--- src/rtl/event_encoder.sv ---
// Registered 8-to-3 priority encoder with edge-captured pending events.
// It presents one index at a time over a valid/ready handshake and pulses overflow when an event is lost.
module event_encoder #(
    parameter int unsigned PRIO_MSB = 1
) (
    input  logic       sys_clk,
    input  logic       sys_rst_n,
    input  logic [7:0] in,
    input  logic       out_ready,
    output logic [2:0] out,
    output logic       out_valid,
    output logic       overflow
);

    typedef enum logic {
        IDLE,
        PRESENT
    } state_t;

    state_t     state;
    logic [7:0] in_d1;
    logic [7:0] in_d2;
    logic [7:0] in_d3;
    logic [7:0] pending;
    logic [7:0] rise;
    logic [7:0] accept_mask;
    logic       accept;

    function automatic logic [2:0] prio_enc(input logic [7:0] p);
        logic [2:0] idx;
        idx = '0;
        // The last match in the scan wins, so the scan direction sets the priority
        for (int unsigned i = 0; i < 8; i++) begin
            if (PRIO_MSB != 0) begin
                if (p[i]) idx = i[2:0];
            end else begin
                if (p[7-i]) idx = 3'(7 - i);
            end
        end
        return idx;
    endfunction

    assign rise   = in_d2 & ~in_d3;
    assign accept = (state == PRESENT) && out_valid && out_ready;

    always_comb begin
        accept_mask = '0;
        if (accept) accept_mask[out] = 1'b1;
    end

    always_ff @(posedge sys_clk or negedge sys_rst_n) begin
        if (!sys_rst_n) begin
            in_d1 <= '0;
            in_d2 <= '0;
            in_d3 <= '0;
        end else begin
            in_d1 <= in;
            in_d2 <= in_d1;
            in_d3 <= in_d2;
        end
    end

    // A rise coinciding with the accept of the same index keeps the bit set
    always_ff @(posedge sys_clk or negedge sys_rst_n) begin
        if (!sys_rst_n) begin
            pending  <= '0;
            overflow <= 1'b0;
        end else begin
            pending  <= (pending & ~accept_mask) | rise;
            overflow <= |(rise & pending & ~accept_mask);
        end
    end

    always_ff @(posedge sys_clk or negedge sys_rst_n) begin
        if (!sys_rst_n) begin
            state     <= IDLE;
            out       <= '0;
            out_valid <= 1'b0;
        end else begin
            case (state)
                IDLE: begin
                    if (pending != '0) begin
                        out       <= prio_enc(pending);
                        out_valid <= 1'b1;
                        state     <= PRESENT;
                    end
                end
                PRESENT: begin
                    if (out_ready) begin
                        out_valid <= 1'b0;
                        state     <= IDLE;
                    end
                end
                default: begin
                    out_valid <= 1'b0;
                    state     <= IDLE;
                end
            endcase
        end
    end

endmodule

--- config.mk ---
export PLATFORM = sky130hd
export DESIGN_NAME = event_encoder
export DESIGN_NICKNAME = d
export VERILOG_FILES = /design/src/rtl/event_encoder.sv
export SDC_FILE = /design/constraint.sdc
export NUM_CORES = 1
export LEC_CHECK = 0
export ABC_AREA = 0
export CAP_MARGIN = 25
export CORE_ASPECT_RATIO = 1.1
export CORE_UTILIZATION = 56
export CTS_BUF_LIST = sky130_fd_sc_hd__clkbuf_2 sky130_fd_sc_hd__clkbuf_4 sky130_fd_sc_hd__clkbuf_8
export CTS_CLUSTER_DIAMETER = 60
export DETAILED_ROUTE_END_ITERATION = 7
export PLACE_DENSITY_LB_ADDON = 0.05
export SETUP_SLACK_MARGIN = 0.1
export SYNTH_ARGS = -nofsm -noshare
export SYNTH_HDL_FRONTEND = slang
export SYNTH_SLANG_ARGS = --single-unit
--- constraint.sdc ---
create_clock -name sys_clk -period 1.54 [get_ports sys_clk]
set_input_delay 0.308 -clock sys_clk [delete_from_list [all_inputs] [get_ports sys_clk]]
set_output_delay 0.308 -clock sys_clk [all_outputs]
set_load 0.02 [all_outputs]
-- After elaboration in Yosys (flattened, before gate mapping)
Cells that the tools add are included.
- magnitude comparators: 2
- equality and inequality tests: 2
- multiplexer cells: 16
- bitwise operators: 8
- reduce and logical (&&, ||, !) cells: 7
- operator list (operator ; count):
    $and A8 B8 Y8 ; 4
    $mux W3 ; 6
    $not A8 Y8 ; 2
    $mux W8 ; 1
    $or A8 B8 Y8 ; 1
    $reduce_bool A8 Y1 ; 1
    $reduce_or A8 Y1 ; 1
    $mux W1 ; 6
    $lt A3 B4 Y1 const B ; 1
    $ne A2 B2 Y1 const B ; 2
    $pmux W1 S2 ; 2
    $reduce_and A2 Y1 ; 2
    $demux W1 S3 ; 1
    $ge A3 B1 Y1 const B ; 1
    $logic_and A1 B1 Y1 ; 3
    $not A1 Y1 ; 1
- register bits after elaboration: 38
- bits of input ports: 11
- logic and storage cells: 43

-- Depth between registers and ports, before layout
- depth in word-level cells: 8
- gate-level depth with buffers: 6

-- Worst setup path after synthesis
Ideal clock, no wire load.
- kind: reg2reg
- start: reg out[2]
- end: reg overflow
- library setup time: 0.137 ns
- arrival time: 1.188 ns
- path slack: 0.215 ns
- cell stages (with the launch flop): 6
- path buffers: 0
- path through: dfrtp_1 > nand3b_1 > o31ai_1 > o22ai_1 > nor2_1 > o2111ai_1
- longest elaborated chain between the ends: 8
- elaborated cells between the ends (all ways): 9
- RTL lines (element ; RTL line ; text):
    start: declaration ; 10 ; output logic [2:0] out,
    start signal: assignment ; 83 ; out <= prio_enc(pending);
    $lt A3 B4 Y1 (implied by the code) / $ge A3 B1 Y1 (equally long branches) ; 48 ; if (accept) accept_mask[out] = 1'b1;
    $logic_and A1 B1 Y1 (implied by the code) ; 48 ;
    $mux W1 (implied by the code) ; 48 ;
    $demux W1 S3 * ; 48 ;
    $mux W8 * ; 48 ;
    $not A8 Y8 * ; 70 ; overflow <= |(rise & pending & ~accept_mask);
    $and A8 B8 Y8 * ; 70 ;
    $reduce_or A8 Y1 * ; 70 ;
    end signal: assignment ; 70 ;
    end: declaration ; 12 ; output logic overflow
Every way passes the cells marked *; elsewhere a longest branch is shown, timed or not.
A chain may end at the register's enable or synchronous reset.

-- Worst setup path in the final report
- start: reg out[0]
- end: reg overflow
The elaborated chain is that of the path after synthesis.

==> results.cfg <==
[synth]
synthMuxAreaShare_pct = 0
synth.area.top_cells = dfrtp_1, nand2b_1, nand2_1, a21oi_1, o21ai_0
synth-async-reset-ratio_pct = 100
synth_top_family_by_area = simple AND/OR/NAND/NOR gates
avgSynthCellArea_um2 = 12.8
synth_most_common_cell = dfrtp_1
synth_warnings = 0
ys_ff_latch = 38
synth_fa_ha_area_share_pct = 0
synth_commonest_cells = dfrtp_1, nand2_1, nand2b_1
ys_seq_area_share_pct = 73.3
synth_xor_area_share_pct = 0
synth_cells = 101
yosysUniqueCellTypes = 22
synth-simple-area-share_pct = 15.7
synth_ff_type = dfrtp_1
synth_compound_area_share_pct = 8.97
synth_top_area_share_pct = 73.3
synth-edff-count = 0
synth_top_cell_by_area = dfrtp_1
netlist_area_um2 = 1300
syn_nets = 112

[floorplanning]
fp.dieArea_um2 = 2510
ios = 16
rows = 17
core_um2 = 2080
die_x_um = 47.9
start_util_pct = 62.2
die_y_um = 52.5

[setup_path]
critical_path_class = flip-flop to flip-flop
worst-path-max-fanout = 6
critical_path.cell_chain = buf_4, nor3b_2, nand2_1, nand2_1, o22a_1, o2111ai_1
worst_setup_path_end_kind = flip-flop
critPathBufInv = 1
cpMaxStageDelayCell = dfrtp_2
cp_top_family = simple AND/OR/NAND/NOR gates
max_stage_delay_ps = 460
cp-start-kind = flip-flop
cpMostUsedCell = nand2_1
required_ps = 1760
worstPathArrival_ps = 1690

[grt]
grt_max_degree = 39
grt.overflow.total = 0
antenna_found_initial = 0
grt_pass1_vias = 773
grt_pass1_wl_mm = 3.11
grt_usage_pct = 18.8

[cts]
cts_sinks = 38
root_buffer = clkbuf_4
clockBufferDepth = 2
h-tree-depth = 2
clkTransAtPathRegs_ps = 120
clk_latency_ps = 330
cts_tree = yes
numCtsBuffers = 5

[layout]
num_antenna_cells = 0
drive_above_1_share_pct = 20.8
fin_nets = 140
area_delta_synth_final_pct = 24.4

[sta]
tightest_slew_ps = 401
fin_crit_sh_pct = 95.7
slew_violations = 0
hold_violations = 0
worst_slack_ps = 66.2
period_needed_ps = 1470
rsz0062_at_grt = true
fmax_ghz = 0.679
setup_tns_ps = 0
finalSetupViolCount = 0
skew_ps = 17.6
slew_headroom_pct = 73.3
whs_ps = 343

[route]
wire_per_inst_um = 14.2
antenna_left = 0
via_per_inst = 5.27
drc_errors = 0
drt-initial-drc-count = 10
wl_mm = 2.25
num_vias = 832
dr.pass1.iters = 4

[placement]
port-buffer-count = 15
post-place-ws_ps = -226
hpwl_mm = 1.44
gp_congestion = 0.886

[run_status]
status = completed

[flow_run]
drv_cap = 0

[power_and_ir_drop]
p_per_area_nw_per_um2 = 1430
power.leakage_nw = 0.707
ir_drop_mv = 1.30

[hold_path]
hold_path_class = input pin to async pin
power breakdown:
group | leakage, nW | switching, W | internal [W]
sequential | 0.412 | 0.000146 | 0.00112
combinational | 0.260 | 0.000276 | 0.000245
clock | 0.0343 | 0.000302 | 0.000219
total | 0.707 | 0.000724 | 0.00159
worst register-to-register path: stages (launching register included):
cell and delay [ps]:
dfrtp_2 460, buf_4 150, nor3b_2 250, nand2_1 130, nand2_1 120, o22a_1 150
o2111ai_1 120
kinds of logic (layout without fill, tap and decap cells):
logic type / after synthesis / in the layout
and+or+nand+nor: 39 / 39
AOI/OAI and AO/OA: 19 / 19
DFF: 38 / 38
buffers and inverters: 5 / 34
routing by layer:
metal  share of wire (%)  GRT usage [%]  vias up
met4                 1.8           8.80        0
met1                  39           21.9      408
met5                   0              0        -
li1                    -              -      396
met3                 4.0           7.24        5
met2                  55           30.0       23
worst paths after layout:
path,from,to,slack (ps),depth (start not counted)
max in group asynchronous,sys_rst_n,pending[6],1000,2
worst max register to register,out[0],overflow,70,6
worst min register to register,in_d1[0],in_d2[0],350,0
worst min-delay path,sys_rst_n,pending[0],340,2
worst max-delay path,out[0],overflow,70,6
min in group sys_clk,in_d1[0],in_d2[0],350,0
state kept, by name (all words and copies together), names as in the netlist:
| signal | count |
|---|---|
| in_d1 | 8 |
| in_d3 | 8 |
| in_d2 | 8 |
| pending | 8 |
| out | 3 |
| overflow | 1 |
| state | 1 |
| out_valid | 1 |
final cells by class:
cell class / count / area (um2)
clock buffers: 6 / 51.3
clock inverters: 2 / 12.5
fillers: 141 / 470
inverters: 4 / 15.0
multi-input cells: 58 / 348
flip-flops and latches: 38 / 953
well taps: 28 / 35.0
repair buffers: 22 / 199
cells in the final DEF, fill, tap and decap left out, types with 3 or more instances in the layout:
cell type,instances
dfrtp_1,36
nand2_1,14
clkdlybuf4s50_1,10
nand2b_1,9
a21oi_1,6
buf_4,6
nor2_1,5
clkbuf_4,5
inv_1,4
o21ai_0,4
clkbuf_2,3
per-stage QoR:
stage | util (%) | power (W) | instances | instance area, um2
after global placement | 73.0 | 0.00173 | 148 | 1520
after CTS | 75.8 | 0.00225 | 156 | 1580
after floorplan | - | 0.00153 | 101 | 1300
after global routing | 77.4 | 0.00245 | 158 | 1610
after detailed placement | 73.0 | 0.00175 | 148 | 1520
final | 77.4 | 0.00231 | 158 | 1610
what timing repair did:
item,4_1_cts,5_1_grt
pin swaps,0,0
setup buffers,0,2
hold buffers,0,0
endpoints found under the setup margin,5,9
resized for setup,6,14
Power figures use the tool's default switching activity.
